--- src/rtl/audio_sd_dac_if.sv ---
// Sample-vector stream between the audio mixer and the sigma-delta DAC.
// The DAC takes the slave modport. Channel 0 occupies the least significant bits.
interface audio_sd_dac_if #(
    parameter int C_channels = 2,
    parameter int C_in_bits  = 16
) ();
    logic [C_channels*C_in_bits-1:0] s_data;
    logic                            s_valid;
    logic                            s_ready;

    modport master (output s_data, output s_valid, input  s_ready);
    modport slave  (input  s_data, input  s_valid, output s_ready);
endinterface

--- src/rtl/audio_sd_dac.sv ---
// Multichannel noise-shaping sigma-delta DAC for 4-bit resistor audio outputs.
// Each channel has ramped volume, soft mute and a sticky clip flag, and runs a 1st- or 2nd-order modulator.
module audio_sd_dac #(
    parameter int C_channels    = 2,
    parameter int C_in_bits     = 16,
    parameter int C_out_bits    = 4,
    parameter int C_order       = 1,
    parameter int C_ramp_cycles = 256
) (
    input  logic                             i_clk_audio,
    input  logic                             i_rst_n,
    audio_sd_dac_if.slave                    s_if,
    input  logic [C_channels*4-1:0]          i_vol,
    input  logic [C_channels-1:0]            i_mute,
    input  logic                             i_clip_clr,
    output logic [C_channels*C_out_bits-1:0] o_dac,
    output logic [C_channels-1:0]            o_clip
);
    localparam int N  = C_in_bits;
    localparam int M  = C_out_bits;
    localparam int K  = N - M;
    localparam int CW = (C_ramp_cycles > 1) ? $clog2(C_ramp_cycles) : 1;

    if (C_order != 1 && C_order != 2) begin : g_bad_order
        $error("audio_sd_dac: C_order must be 1 or 2");
    end
    if (M >= N || M < 1) begin : g_bad_width
        $error("audio_sd_dac: C_out_bits must be at least 1 and smaller than C_in_bits");
    end
    if (C_ramp_cycles < 1) begin : g_bad_ramp
        $error("audio_sd_dac: C_ramp_cycles must be at least 1");
    end

    logic                    r_ready;
    logic [C_channels*N-1:0] r_sample;
    logic [CW-1:0]           r_ramp_cnt;
    logic                    w_ramp_tick;

    assign s_if.s_ready = r_ready;
    assign w_ramp_tick  = (r_ramp_cnt == CW'(C_ramp_cycles - 1));

    // One-deep input register: always ready once out of reset; a new vector overwrites the held one.
    always_ff @(posedge i_clk_audio or negedge i_rst_n) begin
        if (!i_rst_n) begin
            r_ready  <= 1'b0;
            r_sample <= '0;
        end else begin
            r_ready <= 1'b1;
            if (s_if.s_valid && r_ready) begin
                r_sample <= s_if.s_data;
            end
        end
    end

    // Shared ramp timebase; every channel steps its attenuation on the same tick.
    always_ff @(posedge i_clk_audio or negedge i_rst_n) begin
        if (!i_rst_n) begin
            r_ramp_cnt <= '0;
        end else if (w_ramp_tick) begin
            r_ramp_cnt <= '0;
        end else begin
            r_ramp_cnt <= r_ramp_cnt + 1'b1;
        end
    end

    genvar gi;
    for (gi = 0; gi < C_channels; gi++) begin : g_ch
        logic [3:0]          r_att;
        logic [3:0]          w_target;
        logic signed [N-1:0] w_s;
        logic signed [N-1:0] w_x;
        logic [N-1:0]        w_u;
        logic [M-1:0]        w_q;
        logic                w_clip_evt;
        logic [M-1:0]        r_dac;
        logic                r_clip;

        assign w_target = i_mute[gi] ? 4'd15 : i_vol[gi*4 +: 4];
        assign w_s      = r_sample[gi*N +: N];
        // A fully muted channel sits exactly at midscale instead of the residual -1/0 of a 15-step shift.
        assign w_x      = (i_mute[gi] && (r_att == 4'd15)) ? '0 : (w_s >>> r_att);
        assign w_u      = {~w_x[N-1], w_x[N-2:0]};

        always_ff @(posedge i_clk_audio or negedge i_rst_n) begin
            if (!i_rst_n) begin
                r_att <= 4'd15;
            end else if (w_ramp_tick) begin
                if (r_att < w_target) begin
                    r_att <= r_att + 4'd1;
                end else if (r_att > w_target) begin
                    r_att <= r_att - 4'd1;
                end
            end
        end

        if (C_order == 2) begin : g_o2
            localparam int EW = K + 3;
            localparam int VW = N + 3;
            localparam logic signed [VW-1:0] L_QMAX = VW'((1 << M) - 1);
            localparam logic signed [VW-1:0] L_EMAX = VW'(1 << (K + 1));
            localparam logic signed [VW-1:0] L_EMIN = -L_EMAX;

            logic signed [EW-1:0] r_e1;
            logic signed [EW-1:0] r_e2;
            logic signed [EW-1:0] w_e;
            logic signed [VW-1:0] w_ux;
            logic signed [VW-1:0] w_e1x;
            logic signed [VW-1:0] w_e2x;
            logic signed [VW-1:0] w_v;
            logic signed [VW-1:0] w_qs;
            logic signed [VW-1:0] w_qx;
            logic signed [VW-1:0] w_res;

            assign w_ux  = $signed({3'b000, w_u});
            assign w_e1x = VW'(r_e1);
            assign w_e2x = VW'(r_e2);
            assign w_v   = w_ux + (w_e1x <<< 1) - w_e2x;
            assign w_qs  = w_v >>> K;
            assign w_qx  = $signed({{(VW-M){1'b0}}, w_q});
            // Residual is taken against the clamped code so overload error stays bounded.
            assign w_res = w_v - (w_qx <<< K);

            always_comb begin
                w_q        = '0;
                w_clip_evt = 1'b0;
                if (w_qs[VW-1]) begin
                    w_q        = '0;
                    w_clip_evt = 1'b1;
                end else if (w_qs > L_QMAX) begin
                    w_q        = '1;
                    w_clip_evt = 1'b1;
                end else begin
                    w_q = w_qs[M-1:0];
                end
            end

            always_comb begin
                w_e = w_res[EW-1:0];
                if (w_res > L_EMAX) begin
                    w_e = L_EMAX[EW-1:0];
                end else if (w_res < L_EMIN) begin
                    w_e = L_EMIN[EW-1:0];
                end
            end

            always_ff @(posedge i_clk_audio or negedge i_rst_n) begin
                if (!i_rst_n) begin
                    r_e1 <= '0;
                    r_e2 <= '0;
                end else begin
                    r_e2 <= r_e1;
                    r_e1 <= w_e;
                end
            end
        end else begin : g_o1
            logic [K-1:0] r_err;
            logic [N:0]   w_acc;
            logic [M:0]   w_qraw;

            assign w_acc  = {1'b0, w_u} + {{(M+1){1'b0}}, r_err};
            assign w_qraw = w_acc[N:K];
            // The raw quotient can only overshoot to exactly 2^M, so its top bit is the clip condition.
            assign w_clip_evt = w_qraw[M];
            assign w_q        = w_qraw[M] ? {M{1'b1}} : w_qraw[M-1:0];

            always_ff @(posedge i_clk_audio or negedge i_rst_n) begin
                if (!i_rst_n) begin
                    r_err <= '0;
                end else begin
                    r_err <= w_acc[K-1:0];
                end
            end
        end

        always_ff @(posedge i_clk_audio or negedge i_rst_n) begin
            if (!i_rst_n) begin
                r_dac  <= {1'b1, {(M-1){1'b0}}};
                r_clip <= 1'b0;
            end else begin
                r_dac <= w_q;
                if (i_clip_clr) begin
                    r_clip <= 1'b0;
                end else if (w_clip_evt) begin
                    r_clip <= 1'b1;
                end
            end
        end

        assign o_dac[gi*M +: M] = r_dac;
        assign o_clip[gi]       = r_clip;
    end
endmodule
--- src/flat_wrapper.sv ---
// flat-port wrapper written by rule: the top's interface ports become plain ports
module audio_sd_dac_flat 
#(
    parameter int C_channels    = 2,
    parameter int C_in_bits     = 16,
    parameter int C_out_bits    = 4,
    parameter int C_order       = 1,
    parameter int C_ramp_cycles = 256
)
  (i_clk_audio, i_rst_n, i_vol, i_mute, i_clip_clr, o_dac, o_clip, s_if_s_data, s_if_s_valid, s_if_s_ready);
  audio_sd_dac_if #(.C_channels(C_channels), .C_in_bits(C_in_bits)) s_if_i ();
  input  logic i_clk_audio;
  input  logic i_rst_n;
  input  logic [C_channels*4-1:0] i_vol;
  input  logic [C_channels-1:0] i_mute;
  input  logic i_clip_clr;
  output logic [C_channels*C_out_bits-1:0] o_dac;
  output logic [C_channels-1:0] o_clip;
  input wire logic [$bits(s_if_i.s_data)-1:0] s_if_s_data;
  input wire logic [$bits(s_if_i.s_valid)-1:0] s_if_s_valid;
  output wire logic [$bits(s_if_i.s_ready)-1:0] s_if_s_ready;
  assign s_if_i.s_data = s_if_s_data;
  assign s_if_i.s_valid = s_if_s_valid;
  assign s_if_s_ready = s_if_i.s_ready;
  audio_sd_dac #(.C_channels(C_channels), .C_in_bits(C_in_bits), .C_out_bits(C_out_bits), .C_order(C_order), .C_ramp_cycles(C_ramp_cycles)) u_core (.i_clk_audio(i_clk_audio), .i_rst_n(i_rst_n), .s_if(s_if_i), .i_vol(i_vol), .i_mute(i_mute), .i_clip_clr(i_clip_clr), .o_dac(o_dac), .o_clip(o_clip));
endmodule
--- config.mk ---
export PLATFORM = sky130hd
export DESIGN_NAME = audio_sd_dac_flat
export DESIGN_NICKNAME = d
export VERILOG_FILES = /design/src/rtl/audio_sd_dac_if.sv /design/src/rtl/audio_sd_dac.sv /design/src/flat_wrapper.sv
export SDC_FILE = /design/constraint.sdc
export NUM_CORES = 1
export LEC_CHECK = 0
export CAP_MARGIN = 20
export CORE_ASPECT_RATIO = 1.4
export CORE_MARGIN = 2
export CORE_UTILIZATION = 50
export CTS_CLUSTER_SIZE = 12
export DETAILED_ROUTE_END_ITERATION = 10
export GPL_ROUTABILITY_DRIVEN = 0
export PLACE_DENSITY = 0.71
export SYNTH_ARGS = -nofsm -noshare
export SYNTH_HDL_FRONTEND = slang
export SYNTH_SLANG_ARGS = --single-unit
--- constraint.sdc ---
create_clock -name i_clk_audio -period 7.7 [get_ports i_clk_audio]
set_input_delay 1.54 -clock i_clk_audio [delete_from_list [all_inputs] [get_ports i_clk_audio]]
set_output_delay 1.54 -clock i_clk_audio [all_outputs]
set_load 0.1 [all_outputs]
; After elaboration in Yosys (flattened, before gate mapping)
; Index checks and enable logic that the tools add are counted.
[totals]
register_bits = 83
latch_bits = 0
mem_bits_rw = 0
romBits = 0
inputBits = 46
output_inout_bits = 11
wordCells = 53
memories = 0
[op_classes]
n_addsub = 7
multipliers = 0
div = 0
n_lt_le_gt_ge = 4
n_eq_ne = 3
shifts = 2
muxes = 15
bitwise_logic = 2
reduce_logical = 9
[op_table]
columns = cell, count
row1 = adder 16 x 12 -> 17 bit, 2
row2 = two-way mux 16 bit, 2
row3 = two-way mux 4 bit, 8
row4 = >>> shifter 16 x 4 -> 16 bit, 2
row5 = adder 4 x 1 -> 4 bit (second input constant), 2
row6 = adder 8 x 1 -> 8 bit (second input constant), 1
row7 = equality test 4 bit (second input constant), 2
row8 = equality test 8 bit (second input constant), 1
row9 = greater-than comparator 4 bit, 2
row10 = less-than comparator 4 bit, 2
row11 = two-way mux 8 bit, 1
row12 = nonzero test 2 bit, 4
row13 = subtractor 4 x 1 -> 4 bit (second input constant), 2
row14 = two-way mux 1 bit, 4
row15 = AND reduction 2 bit, 2
row16 = logical AND 1 bit, 3
row17 = NOT 1 bit, 2

; Longest topological paths before layout
; Gate-level depths: netlist of run 1.
[depth]
depth_word = 7
depth_mapped = 16
depth_no_buf = 14

; Worst setup path before layout of run 1
; No wires, ideal clock.
[synth_path]
path_type = in2reg
from = input i_mute[1]
to = register u_core.g_ch[1].r_dac[2]
setup_time_ns = 0.111
arrival_time_ns = 3.529
required_time_ns = 7.589
setup_slack_ns = 4.060
stages = 12
n_path_buf = 0
cell_sequence = nand4_1 -> nand2_1 -> o22ai_1 -> ha_1 -> inv_1 -> fa_1 -> nor2b_4 -> o31a_4 -> a2111oi_4 -> o21ai_2 -> a31oi_1 -> a2111oi_2
[synth_via]
elab_chain_len = 5
[synth_rtl]
columns = item, line
row1 = from (decl), flat_wrapper.sv:15  ; input logic [C_channels-1:0] i_mute;
row2 = logical AND 1 bit *, audio_sd_dac.sv:81  ; assign w_x = (i_mute[gi] && (r_att == 4'd15)) ? '0 : (w_s >>> r_att);
row3 = two-way mux 16 bit *, audio_sd_dac.sv:81
row4 = NOT 1 bit, audio_sd_dac.sv:82  ; assign w_u = {~w_x[N-1], w_x[N-2:0]};
row5 = adder 16 x 12 -> 17 bit *, audio_sd_dac.sv:160  ; assign w_acc = {1'b0, w_u} + {{(M+1){1'b0}}, r_err};
row6 = two-way mux 4 bit *, audio_sd_dac.sv:164  ; assign w_q = w_qraw[M] ? {M{1'b1}} : w_qraw[M-1:0];
row7 = net u_core.g_ch[1].w_q[2], audio_sd_dac.sv:73  ; logic [M-1:0] w_q;
row8 = to (signal assigned), audio_sd_dac.sv:177  ; r_dac <= {1'b1, {(M-1){1'b0}}};
row9 = to (signal assigned), audio_sd_dac.sv:180  ; r_dac <= w_q;
row10 = to (decl), audio_sd_dac.sv:75  ; logic [M-1:0] r_dac;
; Mark *: on every way through the listed nets, which the timed path passes. The rest lies on a longest branch.
; A chain may end at the register's enable or synchronous reset.

; Worst setup path in the final report of run 1
[layout_path]
from = register u_core.g_ch[1].r_att[0]
to = register u_core.g_ch[1].g_o1.r_err[11]
[layout_via]
elab_chain_len = 4
word_cells_on_any_way = 5
classes_between = add/sub (1) / eq/ne (1) / shift (1) / mux (1) / reduce/logical (1)
[layout_rtl]
columns = item, line
row1 = from (decl), audio_sd_dac.sv:68  ; logic [3:0] r_att;
row2 = from (signal assigned), audio_sd_dac.sv:89  ; r_att <= r_att + 4'd1;
row3 = from (signal assigned), audio_sd_dac.sv:91  ; r_att <= r_att - 4'd1;
row4 = "parallel branches: the longest is 2 deep, another holds >>> shifter 16 x 4 -> 16 bit", n/a
row5 = two-way mux 16 bit *, audio_sd_dac.sv:81
row6 = adder 16 x 12 -> 17 bit *, audio_sd_dac.sv:160
row7 = net u_core.g_ch[1].g_o1.w_acc[11], audio_sd_dac.sv:157  ; logic [N:0] w_acc;
row8 = to (signal assigned), audio_sd_dac.sv:170  ; r_err <= w_acc[K-1:0];
row9 = to (decl), audio_sd_dac.sv:156  ; logic [K-1:0] r_err;
; Mark *: on every way through the listed nets, which the timed path passes.

==> metrics.yaml, run 1 <==
detailed_routing:
  ant_nets: 0
  drt_wl_total_um: 12000
  detailed_route_iter0_violations: 128
  detail_route.drc_violations: 0
  route.vias.total: 4307
  drtPass1Iterations: 4
  route.detailed.wl_per_inst_um: 16.2
  drt-vias-per-instance: 5.81
hold_path:
  hold_path.class: "register to register"
sta:
  tns_ps: 0
  slew_violations: 0
  period_needed_ps: 4130
  finalClockSkew_ps: 8.67
  setup_viol: 0
  maxSlewHeadroom_pct: 35.1
  grt_setup_unrepaired: "false"
  final-hold-violation-count: 0
  postLayoutSetupSlackWorst_ps: 3570
  worst-slew-pin-transition_ps: 971
  fin_crit_sh_pct: 53.6
  maxClockFrequency_ghz: 0.242
synth:
  post_synth_edffs: 0
  synth-seq-cells: 83
  asyncSetResetFlopFracSynth_pct: 100
  ys_types: 63
  synth_warnings: 0
  synth-main-ff-cell: "dfrtp_1"
  synth_seq_area_share_pct: 36.8
  synth.cell_area_mm2: 0.00567
  synthCells: 547
  post_synth.cell_area_avg_um2: 10.4
  net_count_after_synthesis: 634
floorplanning:
  num_io_pins: 57
  row_count: 46
  die_y_um: 130
  design.die.area_mm2: 0.0122
  die_width_um: 94.0
  start_util_pct: 50.5
  fp.coreArea_mm2: 0.0112
worst_setup_path:
  timing.critical_path.required_ps: 7930
  ff2ff_setup_slack_ps: 3570
  critPathArrivalTime_ps: 4360
  worstSetupPathType: "register to register"
  critPathMaxFanout: 22
  critical_path.startpoint_type: "register"
  sort_of_element_at_the_end_of_the_critical_path: "register"
job:
  max-cap-violations: 0
clock_tree:
  cts_root_buffer: "clkbuf_16"
  number_of_buffers_on_the_longest_clock_path: 2
  htreeDepth: 3
  clock_sinks: 83
  clkTransAtPathRegs_ps: 60
  cts_hold_buffers: 0
  insertion_delay_ps: 340
  post_cts_resize_count: 0
  tritoncts_clock_tree: "yes"
  cts_buffers: 9
  postCtsSetupRepairBufs: 0
final_layout:
  synthToLayoutAreaGrowth_pct: 17.0
  seqCellArea_mm2: 0.00209
  finish.net_count: 679
  final.fill_count: 1000
  multiInputGateArea_mm2: 0.00336
  post_route_cells_drive_above_1_share_pct: 15.1
  antenna_cells: 0
place:
  io_buffers: 56
  place_ws_ps: 3290
  hpwl_um: 9080
power:
  power.share.sequential_pct: 29.3
  pwr-share-clk_pct: 22.0
  power_switching_uw: 816
  irDropWorstVdd_uv: 161
  total_leakage_power_nw: 2.70
  combPwrFrac_pct: 48.7
  cellPowerDensity_mw_per_mm2: 313
  power_report.internal_total_mw: 1.26
  sw_frac_of_total_pct: 39.4
global_routing:
  grt_first_pass_wirelength_um: 20300
  grt_overflow_total: 0
  grt_usage_pct: 21.2
  grt_antenna_before_repair: 0
  grt_max_degree: 84
  first_global_vias: 4485
status:
  outcome: "completed"
per-stage QoR:
step / power [mW] / instances / cell area (um^2) / hold slack (ps) / util, %
after detailed placement: 1.61 / 724 / 6290 / 463 / 56.0
after global routing: 2.22 / 741 / 6630 / 489 / 59.1
final: 2.07 / 741 / 6630 / 472 / 59.1
after global placement: 1.57 / 724 / 6290 / 460 / 56.0
after CTS: 2.08 / 740 / 6610 / 476 / 58.9
after floorplan: 1.39 / 547 / 5670 / 445 / -
cells in the mapped netlist (11+ instances only):
cell / n / area share [%]
dfrtp_1: 73 / 32
nor2_1: 41 / 2.7
mux2_2: 40 / 7.9
mux2i_1: 40 / 7.1
a21oi_1: 38 / 3.4
ha_1: 37 / 8.2
inv_1: 25 / 1.7
xnor2_1: 19 / 2.9
nand2_1: 15 / 0.99
o22ai_1: 14 / 1.5
nand3_1: 13 / 1.1
o21ai_0: 13 / 1.1
a211oi_1: 11 / 1.5
nor2b_1: 11 / 1.2
nor3_1: 11 / 0.97
routing by layer:
metal,GRT usage [%],vias to the layer above,part of all wire (%)
met3,3.35,16,2.7
met4,9.46,0,2.6
met2,40.7,69,56
met5,0,-,0
met1,22.4,2125,38
li1,-,2097,-
worst max-delay path, stage by stage (launching register included):
cell and delay, ps:
dfstp_2 890, mux2i_1 370, o21ai_0 310, mux2i_1 490, o22a_1 280, inv_1 60
ha_1 290, a211oi_1 270, o21ai_1 200, o21ai_0 320, a21oi_1 160, a311o_1 370
worst paths after layout:
check	end	start	depth (start not counted)
setup / recovery	u_core.g_ch[1].g_o1.r_err[11]$_DFF_PN0_	u_core.g_ch[1].r_att[0]$_DFFE_PN1P_	11
setup reg to reg	u_core.g_ch[1].g_o1.r_err[11]$_DFF_PN0_	u_core.g_ch[1].r_att[0]$_DFFE_PN1P_	11
min in group asynchronous	u_core.r_sample[24]$_DFFE_PN0P_	i_rst_n	1
hold / removal	u_core.r_ramp_cnt[4]$_DFF_PN0_	u_core.r_ramp_cnt[4]$_DFF_PN0_	1
max in group asynchronous	u_core.g_ch[0].r_dac[3]$_DFF_PN1_	i_rst_n	2
hold reg to reg	u_core.r_ramp_cnt[4]$_DFF_PN0_	u_core.r_ramp_cnt[4]$_DFF_PN0_	1
logic make-up (layout without fill, tap and decap cells):
kind of cell / Yosys count / after routing / synth area share (%)
XOR/XNOR: 27 / 27 / 4.17
adder cells (fa/ha/maj): 41 / 41 / 9.57
AO/OA/AOI/OAI: 132 / 132 / 15.5
other: 1 / 1 / 0.0661
buffers and inverters: 49 / 99 / 3.93
AND/OR/NAND/NOR: 124 / 124 / 11.1
flip-flops: 83 / 83 / 36.8
multiplexers: 90 / 90 / 18.8
state kept, by name, summed over array words and instances (netlist names):
name / count
u_core.g_ch.r_clip: 2
u_core.s_if.s_ready: 1
u_core.g_ch.g_o1.r_err: 24
u_core.g_ch.r_att: 8
u_core.r_sample: 32
u_core.g_ch.r_dac: 8
u_core.r_ramp_cnt: 8
final cells by class:
type	count	area share, %
clock buffers	15	4.34
clock inverters	1	0.453
inverters	25	1.41
multi-input cells	415	50.6
flip-flops and latches	83	31.5
well taps	144	2.72
repair buffers	58	8.94
cells in the final DEF, fill, tap and decap left out, drive strengths merged, types with 3 or more instances in the layout:
| master | count |
|---|---|
| a31oi | 7 |
| nand2b | 6 |
| nand2 | 15 |
| dfrtp | 73 |
| o31ai | 3 |
| mux2i | 42 |
| buf | 3 |
| clkdlybuf4s50 | 55 |
| nor3 | 13 |
| xor2 | 8 |
| a21o | 10 |
| o21ai | 19 |
| mux4 | 8 |
| nor2b | 12 |
| a21boi | 3 |
| nand4 | 5 |
| nor2 | 41 |
| dfstp | 10 |
| ha | 37 |
| nor4 | 3 |
| xnor2 | 19 |
| o22ai | 14 |
| a21oi | 39 |
| mux2 | 40 |
| o211ai | 5 |
| nand3 | 13 |
| o21a | 7 |
| and3 | 3 |
| nor3b | 3 |
| inv | 25 |
| or2 | 5 |
| fa | 4 |
| a211oi | 11 |
| clkbuf | 15 |
power groups by stage:
stage,clock network (mW),registers [mW],logic [mW]
2_1_floorplan,0,0.725,0.670
3_3_place_gp,0,0.612,0.963
3_5_place_dp,0,0.615,0.999
4_1_cts,0.463,0.609,1.01
5_1_grt,0.483,0.619,1.11
6_report,0.457,0.607,1.01
(Power assumes the default switching activity.)
==> inputs of run 2 (changes only) <==
PLACE_DENSITY = 0.74   (was 0.71)
clock period = 3.6 ns   (was 7.7 ns; I/O delays follow)
==> run 2 against run 1 <==
Net effect: non-clock buffer count is 31 higher; clock-buffer cell count is 6 lower; total power is 130% higher; worst setup slack worse by 3500 ps; first-iteration DRC count is 30% higher; wire length is 5.9% higher; die area stayed put; register-to-register slack worse by 3500 ps; core utilization is 3.6 points higher; clock skew is 2.7 ps lower; critical path type unchanged; largest cell class unchanged.
==> metrics.yaml, run 2 (synthesized netlist as in run 1, its figures left out) <==
status:
  outcome: "completed"  # unchanged
final_layout:
  layout.cell_area.non_filler_mm2: 0.00703  # was 0.00663 mm^2
  finish.net_count: 710  # was 679
  largest_registers: "u_core.r_sample (32), u_core.g_ch.g_o1.r_err (24)"  # unchanged
  synthToLayoutAreaGrowth_pct: 24.0  # was 17.0%
  antenna_cells: 0  # unchanged
  layout_commonest_cell: "dfrtp_1"  # unchanged
  final.fill_count: 931  # was 1000
  final_util_pct: 62.7  # was 59.1%
  register_bank_with_the_most_flops: "u_core.r_sample"  # unchanged
  most_frequent_cells_in_the_layout: "dfrtp_1 (73), clkdlybuf4s50_1 (53), mux2_2 (40), nor2_1 (40), a21oi_1 (36)"  # was dfrtp_1 (73), clkdlybuf4s50_1 (55), nor2_1 (41)
  post_route_cells_drive_above_1_share_pct: 23.7  # was 15.1%
  max_reg_flops: 32  # unchanged
sta:
  maxClockFrequency_ghz: 0.287  # was 0.242 GHz
  worst-slew-pin-transition_ps: 967  # was 971 ps
  tns_ps: 0  # unchanged
  finalClockSkew_ps: 5.94  # was 8.67 ps
  final-hold-violation-count: 0  # unchanged
  period_needed_ps: 3480  # was 4130 ps
  slew_violations: 0  # unchanged
  maxSlewHeadroom_pct: 35.3  # was 35.1%
  fin_crit_sh_pct: 96.8  # was 53.6%
  setup_viol: 0  # unchanged
detailed_routing:
  drt-vias-per-instance: 5.77  # was 5.81
  drt_wl_total_um: 12700  # was 12000 um
  route.vias.total: 4457  # was 4307
  detail_route.drc_violations: 0  # unchanged
  ant_nets: 0  # unchanged
  drtPass1Iterations: 4  # unchanged
  route.detailed.wl_per_inst_um: 16.5  # was 16.2 um
  detailed_route_iter0_violations: 167  # was 128
floorplanning:
  die_y_um: 130  # unchanged
  num_io_pins: 57  # unchanged
  design.die.area_mm2: 0.0122  # unchanged
  die_width_um: 94.0  # unchanged
  row_count: 46  # unchanged
  start_util_pct: 50.5  # unchanged
  fp.coreArea_mm2: 0.0112  # unchanged
worst_setup_path:
  crit_path_cell_trace: "buf_6 > mux2i_2 > mux2i_1 > mux2i_1 > buf_4 > o22ai_1 > ha_2 > inv_1 > fa_2 > nor2b_4 > o31a_4 > a2111oi_4 > o21bai_1 > mux2i_1 > nand3b_1"  # was mux2i_1 > o21ai_0 > mux2i_1 > o22a_1 > inv_1 > ha_1 > a211oi_1 > o21ai_1 > o21ai_0 > a21oi_1 > a311o_1
  path_delay_family: "compound AO/OA/AOI/OAI gates"  # unchanged
  sort_of_element_at_the_end_of_the_critical_path: "register"  # unchanged
  cp_max_stage_cell: "dfstp_2"  # unchanged
  critPathMaxFanout: 8  # was 22
  critical_path_buf_inv_count: 3  # was 1
  most_used_cell_along_the_critical_path: "mux2i_1"
  critical_path.startpoint_type: "register"  # unchanged
  timing.critical_path.required_ps: 3820  # was 7930 ps
  critPathArrivalTime_ps: 3710  # was 4360 ps
  worstSetupPathType: "register to register"  # unchanged
  crit_path_max_incr_delay_ps: 660  # was 890 ps
place:
  hpwl_um: 9490  # was 9080 um
  post_detailed_placement_cell_area_mm2: 0.00648  # was 0.00629 mm^2
  io_buffers: 56  # unchanged
clock_tree:
  tritoncts_clock_tree: "yes"  # unchanged
  clock_sinks: 83  # unchanged
  number_of_buffers_on_the_longest_clock_path: 2  # unchanged
  insertion_delay_ps: 350  # was 340 ps
  cts_hold_buffers: 0  # unchanged
  cts_buffers: 9  # unchanged
  clkTransAtPathRegs_ps: 60  # about the same
  cts_root_buffer: "clkbuf_16"  # unchanged
  htreeDepth: 3  # unchanged
global_routing:
  grt_max_degree: 84  # unchanged
  grt_antenna_before_repair: 0  # unchanged
  grt_overflow_total: 0  # unchanged
  grt_first_pass_wirelength_um: 21600  # was 20300 um
  first_global_vias: 4735  # was 4485
  grt_usage_pct: 22.4  # was 21.2%
job:
  max-cap-violations: 0  # unchanged
power:
  irDropWorstVdd_uv: 341  # was 161 uV
  total_leakage_power_nw: 2.89  # was 2.70 nW
  cellPowerDensity_mw_per_mm2: 677  # was 313 mW/mm^2
hold_path:
  hold_path.class: "input pin to asynchronous set/reset pin"  # was register to register
run 2: per-layer routing:
layer | part of all wire (%) | global-route usage [%] | wire [um] | vias up
met5 | 0 | 0 | 0 | -
met4 | 3.4 | 12.5 | 432 | 0
met3 | 3.0 | 2.42 | 381 | 37
met2 | 56 | 41.9 | 7060 | 96
met1 | 38 | 24.4 | 4820 | 2159
li1 | - | - | - | 2165
run 2: report_power, final:
| part | internal (mW) | switching, mW | total, mW |
|---|---|---|---|
| Sequential | 1.19 | 0.120 | 1.31 |
| Combinational | 1.03 | 1.37 | 2.39 |
| Clock | 0.676 | 0.388 | 1.06 |
| Total | 2.89 | 1.87 | 4.77 |
run 2: worst paths after layout:
path / endpoint / cells past startpoint / slack [ps] / from
max: u_core.g_ch[1].g_o1.r_err[10]$_DFF_PN0_ / 15 / 120 / u_core.g_ch[1].r_att[0]$_DFFE_PN1P_
min: u_core.r_sample[26]$_DFFE_PN0P_ / 1 / 230 / i_rst_n
max reg2reg: u_core.g_ch[1].g_o1.r_err[10]$_DFF_PN0_ / 15 / 120 / u_core.g_ch[1].r_att[0]$_DFFE_PN1P_
min reg2reg: u_core.r_ramp_cnt[4]$_DFF_PN0_ / 1 / 480 / u_core.r_ramp_cnt[4]$_DFF_PN0_
max in group asynchronous: u_core.g_ch[0].r_dac[3]$_DFF_PN1_ / 2 / 2730 / i_rst_n
min in group i_clk_audio: u_core.r_ramp_cnt[4]$_DFF_PN0_ / 1 / 480 / u_core.r_ramp_cnt[4]$_DFF_PN0_
run 2: cell type report:
cell class | instances | area [um^2] | area share, %
inverters | 25 | 93.8 | 1.33
repair buffers | 89 | 850 | 12.1
well taps | 144 | 180 | 2.56
multi-input cells | 415 | 3480 | 49.4
clock buffers | 9 | 225 | 3.20
clock inverters | 7 | 116 | 1.65
flip-flops and latches | 83 | 2090 | 29.8
run 2: worst reg2reg max path: stages, from the launching register on:
cell	delay [ps]
dfstp_2	660
buf_6	170
mux2i_2	250
mux2i_1	130
mux2i_1	220
buf_4	150
o22ai_1	80
ha_2	220
inv_1	70
fa_2	230
nor2b_4	50
o31a_4	300
a2111oi_4	340
o21bai_1	180
mux2i_1	150
nand3b_1	170
run 2: what timing repair did:
item / in CTS / in global routing
endpoints found under the setup margin: 0 / 15
buffers inserted: 0 / 7
resized for setup: 0 / 33
run 2: stage by stage:
stage	instances	setup WS, ps	total power, mW	hold slack, ps
finish	772	116	4.77	232
global route	772	-62.7	5.08	246
CTS	764	1.89	4.60	483
detailed placement	748	11.8	3.52	471
global placement	748	82.4	3.43	459
floorplan	547	46.8	2.98	424
==> inputs of run 3 (changes only) <==
CORE_ASPECT_RATIO = unset   (was 1.4)
==> run 3 against run 2 <==
Net effect: core utilization shrank 0.078 points; global-route usage is 1.8 points lower; critical path type unchanged; sequential cell count stayed put; largest cell class unchanged; die area decreased by 0.10%; critical path depth shrank 1.
==> metrics.yaml, run 3 (synthesized netlist as in run 1, its figures left out) <==
place:
  hpwl_um: 8950  # was 9490 um
  post-place-cells: 736  # was 748
  io_buffers: 56  # unchanged
clock_tree:
  clkTransAtPathRegs_ps: 60  # about the same
  htreeDepth: 3  # unchanged
  clock_sinks: 83  # unchanged
  cts_root_buffer: "clkbuf_16"  # unchanged
  cts_buffers: 9  # unchanged
  insertion_delay_ps: 350  # about the same
  number_of_buffers_on_the_longest_clock_path: 2  # unchanged
  cts_hold_buffers: 0  # unchanged
  tritoncts_clock_tree: "yes"  # unchanged
floorplanning:
  row_count: 38  # was 46
  die_width_um: 111  # was 94.0 um
  design.die.area_mm2: 0.0122  # about the same
  num_io_pins: 57  # unchanged
  fp.coreArea_mm2: 0.0109  # was 0.0112 mm^2
  die_y_um: 111  # was 130 um
  start_util_pct: 51.9  # was 50.5%
worst_setup_path:
  crit_cells: 14  # was 15
  critical_path_buf_inv_count: 3  # unchanged
  worst_setup_sp: "u_core.g_ch[1].r_att[0]$_DFFE_PN1P_"  # unchanged
  most_used_cell_along_the_critical_path: "buf_4"  # was mux2i_1
  timing.critical_path.required_ps: 3840  # was 3820 ps
  critPathMaxFanout: 6  # was 8
  rr_startpoint: "u_core.g_ch[1].r_att[0]$_DFFE_PN1P_"  # unchanged
  path_delay_family: "compound AO/OA/AOI/OAI gates"  # unchanged
  endpoint: "u_core.g_ch[1].r_clip$_DFFE_PN0P_"  # was u_core.g_ch[1].g_o1.r_err[10]$_DFF_PN0_
  crit_path_max_incr_delay_ps: 670  # was 660 ps
  reg2reg_to: "u_core.g_ch[1].r_clip$_DFFE_PN0P_"  # was u_core.g_ch[1].g_o1.r_err[10]$_DFF_PN0_
  worstSetupPathType: "register to register"  # unchanged
  cp_max_stage_cell: "dfstp_4"  # was dfstp_2
  critPathArrivalTime_ps: 3740  # was 3710 ps
  crit_path_cell_trace: "buf_4 > mux2i_1 > mux4_2 > o22ai_1 > ha_2 > inv_1 > fa_1 > nor2b_4 > o31a_4 > a2111oi_4 > o21ai_2 > buf_4 > nand2_1 > o41ai_1"  # was buf_6 > mux2i_2 > mux2i_1 > mux2i_1 > buf_4 > o22ai_1 > ha_2 > inv_1 > fa_2 > nor2b_4 > o31a_4 > a2111oi_4 > o21bai_1 > mux2i_1 > nand3b_1
  critical_path.startpoint_type: "register"  # unchanged
  ff2ff_setup_slack_ps: 110  # was 120 ps
  r2r.worst_path.cells: 14  # was 15
  sort_of_element_at_the_end_of_the_critical_path: "register"  # unchanged
final_layout:
  final.fill_count: 903  # was 931
  register_bank_with_the_most_flops: "u_core.r_sample"  # unchanged
  seqCellArea_mm2: 0.00209  # unchanged
  finish.net_count: 699  # was 710
  max_reg_flops: 32  # unchanged
  largest_registers: "u_core.r_sample (32), u_core.g_ch.g_o1.r_err (24)"  # unchanged
  synthToLayoutAreaGrowth_pct: 20.7  # was 24.0%
  most_frequent_cells_in_the_layout: "dfrtp_1 (73), clkdlybuf4s50_1 (53), nor2_1 (41)"  # was dfrtp_1 (73), clkdlybuf4s50_1 (53), mux2_2 (40), nor2_1 (40), a21oi_1 (36)
  antenna_cells: 0  # unchanged
  multiInputGateArea_mm2: 0.00343  # was 0.00348 mm^2
  final_util_pct: 62.6  # was 62.7%
  post_route_cells_drive_above_1_share_pct: 20.9  # was 23.7%
  stdcell_count: 757  # was 772
  layout_commonest_cell: "dfrtp_1"  # unchanged
detailed_routing:
  drt_wl_total_um: 12200  # was 12700 um
  drt-vias-per-instance: 5.82  # was 5.77
  drtPass1Iterations: 4  # unchanged
  route.detailed.wl_per_inst_um: 16.2  # was 16.5 um
  detailed_route_iter0_violations: 283  # was 167
  detail_route.drc_violations: 0  # unchanged
  route.vias.total: 4404  # was 4457
  ant_nets: 0  # unchanged
sta:
  finalClockSkew_ps: 8.70  # was 5.94 ps
  fin_crit_sh_pct: 97.1  # was 96.8%
  worst-slew-pin-transition_ps: 984  # was 967 ps
  maxSlewHeadroom_pct: 34.2  # was 35.3%
  setup_viol: 0  # unchanged
  hold_slack_ps: 331  # was 232 ps
  slew_violations: 0  # unchanged
  maxClockFrequency_ghz: 0.286  # was 0.287 GHz
  final-hold-violation-count: 0  # unchanged
  period_needed_ps: 3490  # was 3480 ps
hold_path:
  hold_path.class: "input pin to asynchronous set/reset pin"  # unchanged
job:
  max-cap-violations: 0  # unchanged
power:
  total_leakage_power_nw: 2.81  # was 2.89 nW
  irDropWorstVdd_uv: 529  # was 341 uV
  cellPowerDensity_mw_per_mm2: 653  # was 677 mW/mm^2
  power_mw: 4.47  # was 4.77 mW
global_routing:
  grt_first_pass_wirelength_um: 20700  # was 21600 um
  grt_antenna_before_repair: 0  # unchanged
  grt_max_degree: 84  # unchanged
  grt_overflow_total: 0  # unchanged
  first_global_vias: 4453  # was 4735
  grt_usage_pct: 20.7  # was 22.4%
status:
  outcome: "completed"  # unchanged
-- run 3: worst register-to-register path: stages (launching register included) --
cell and delay, ps:
dfstp_4 670, buf_4 190, mux2i_1 90, mux4_2 450
o22ai_1 180, ha_2 240, inv_1 60, fa_1 430
nor2b_4 150, o31a_4 160, a2111oi_4 60, o21ai_2 240
buf_4 160, nand2_1 70, o41ai_1 240
-- run 3: layer usage --
layer  vias up  GRT usage (%)  wire length, um  part of all wire [%]
met4         0           8.33              289                   2.4
met5         -              0                0                     0
met2        78           35.9             6260                    51
met1      2140           25.0             5240                    43
met3        29           4.28              461                   3.8
li1       2157              -                -                     -
-- run 3: worst min path at each step --
stage	endpoint	slack (ps)	cells past startpoint
5_1_grt	u_core.r_sample[29]$_DFFE_PN0P_	360	1
3_5_place_dp	u_core.g_ch[1].r_clip$_DFFE_PN0P_	470	2
6_report	u_core.r_sample[30]$_DFFE_PN0P_	330	1
4_1_cts	u_core.g_ch[0].g_o1.r_err[0]$_DFF_PN0_	490	1
3_3_place_gp	u_core.g_ch[0].g_o1.r_err[0]$_DFF_PN0_	470	1
2_1_floorplan	u_core.g_ch[0].g_o1.r_err[0]$_DFF_PN0_	420	0
-- run 3: what timing repair did --
item                                    in CTS  in global routing
setup buffers                                0                  4
endpoints found under the setup margin       0                 14
gates resized for setup                      0                 22
-- run 3: power by group --
part | internal [mW] | switching, mW
clock network | 0.527 | 0.395
registers | 1.19 | 0.118
logic | 0.953 | 1.29
total | 2.67 | 1.80
-- run 3: through the flow --
step / instance area [um^2] / TNS, ps / setup WS [ps]
final: 6850 / 0 / 106
after global routing: 6850 / -92.8 / -29.0
after CTS: 6710 / 0 / 23.7
after detailed placement: 6410 / -45.6 / -31.5
after global placement: 6410 / 0 / 120
after floorplan: 5670 / 0 / 46.8
-- run 3: cell type report --
class / count / share of cell area [%]
clock buffer: 12 / 3.89
timing repair buffer: 78 / 11.0
clock inverter: 4 / 0.475
inverter: 25 / 1.37
multi-input combinational: 415 / 50.1
sequential: 83 / 30.6
tap: 140 / 2.56
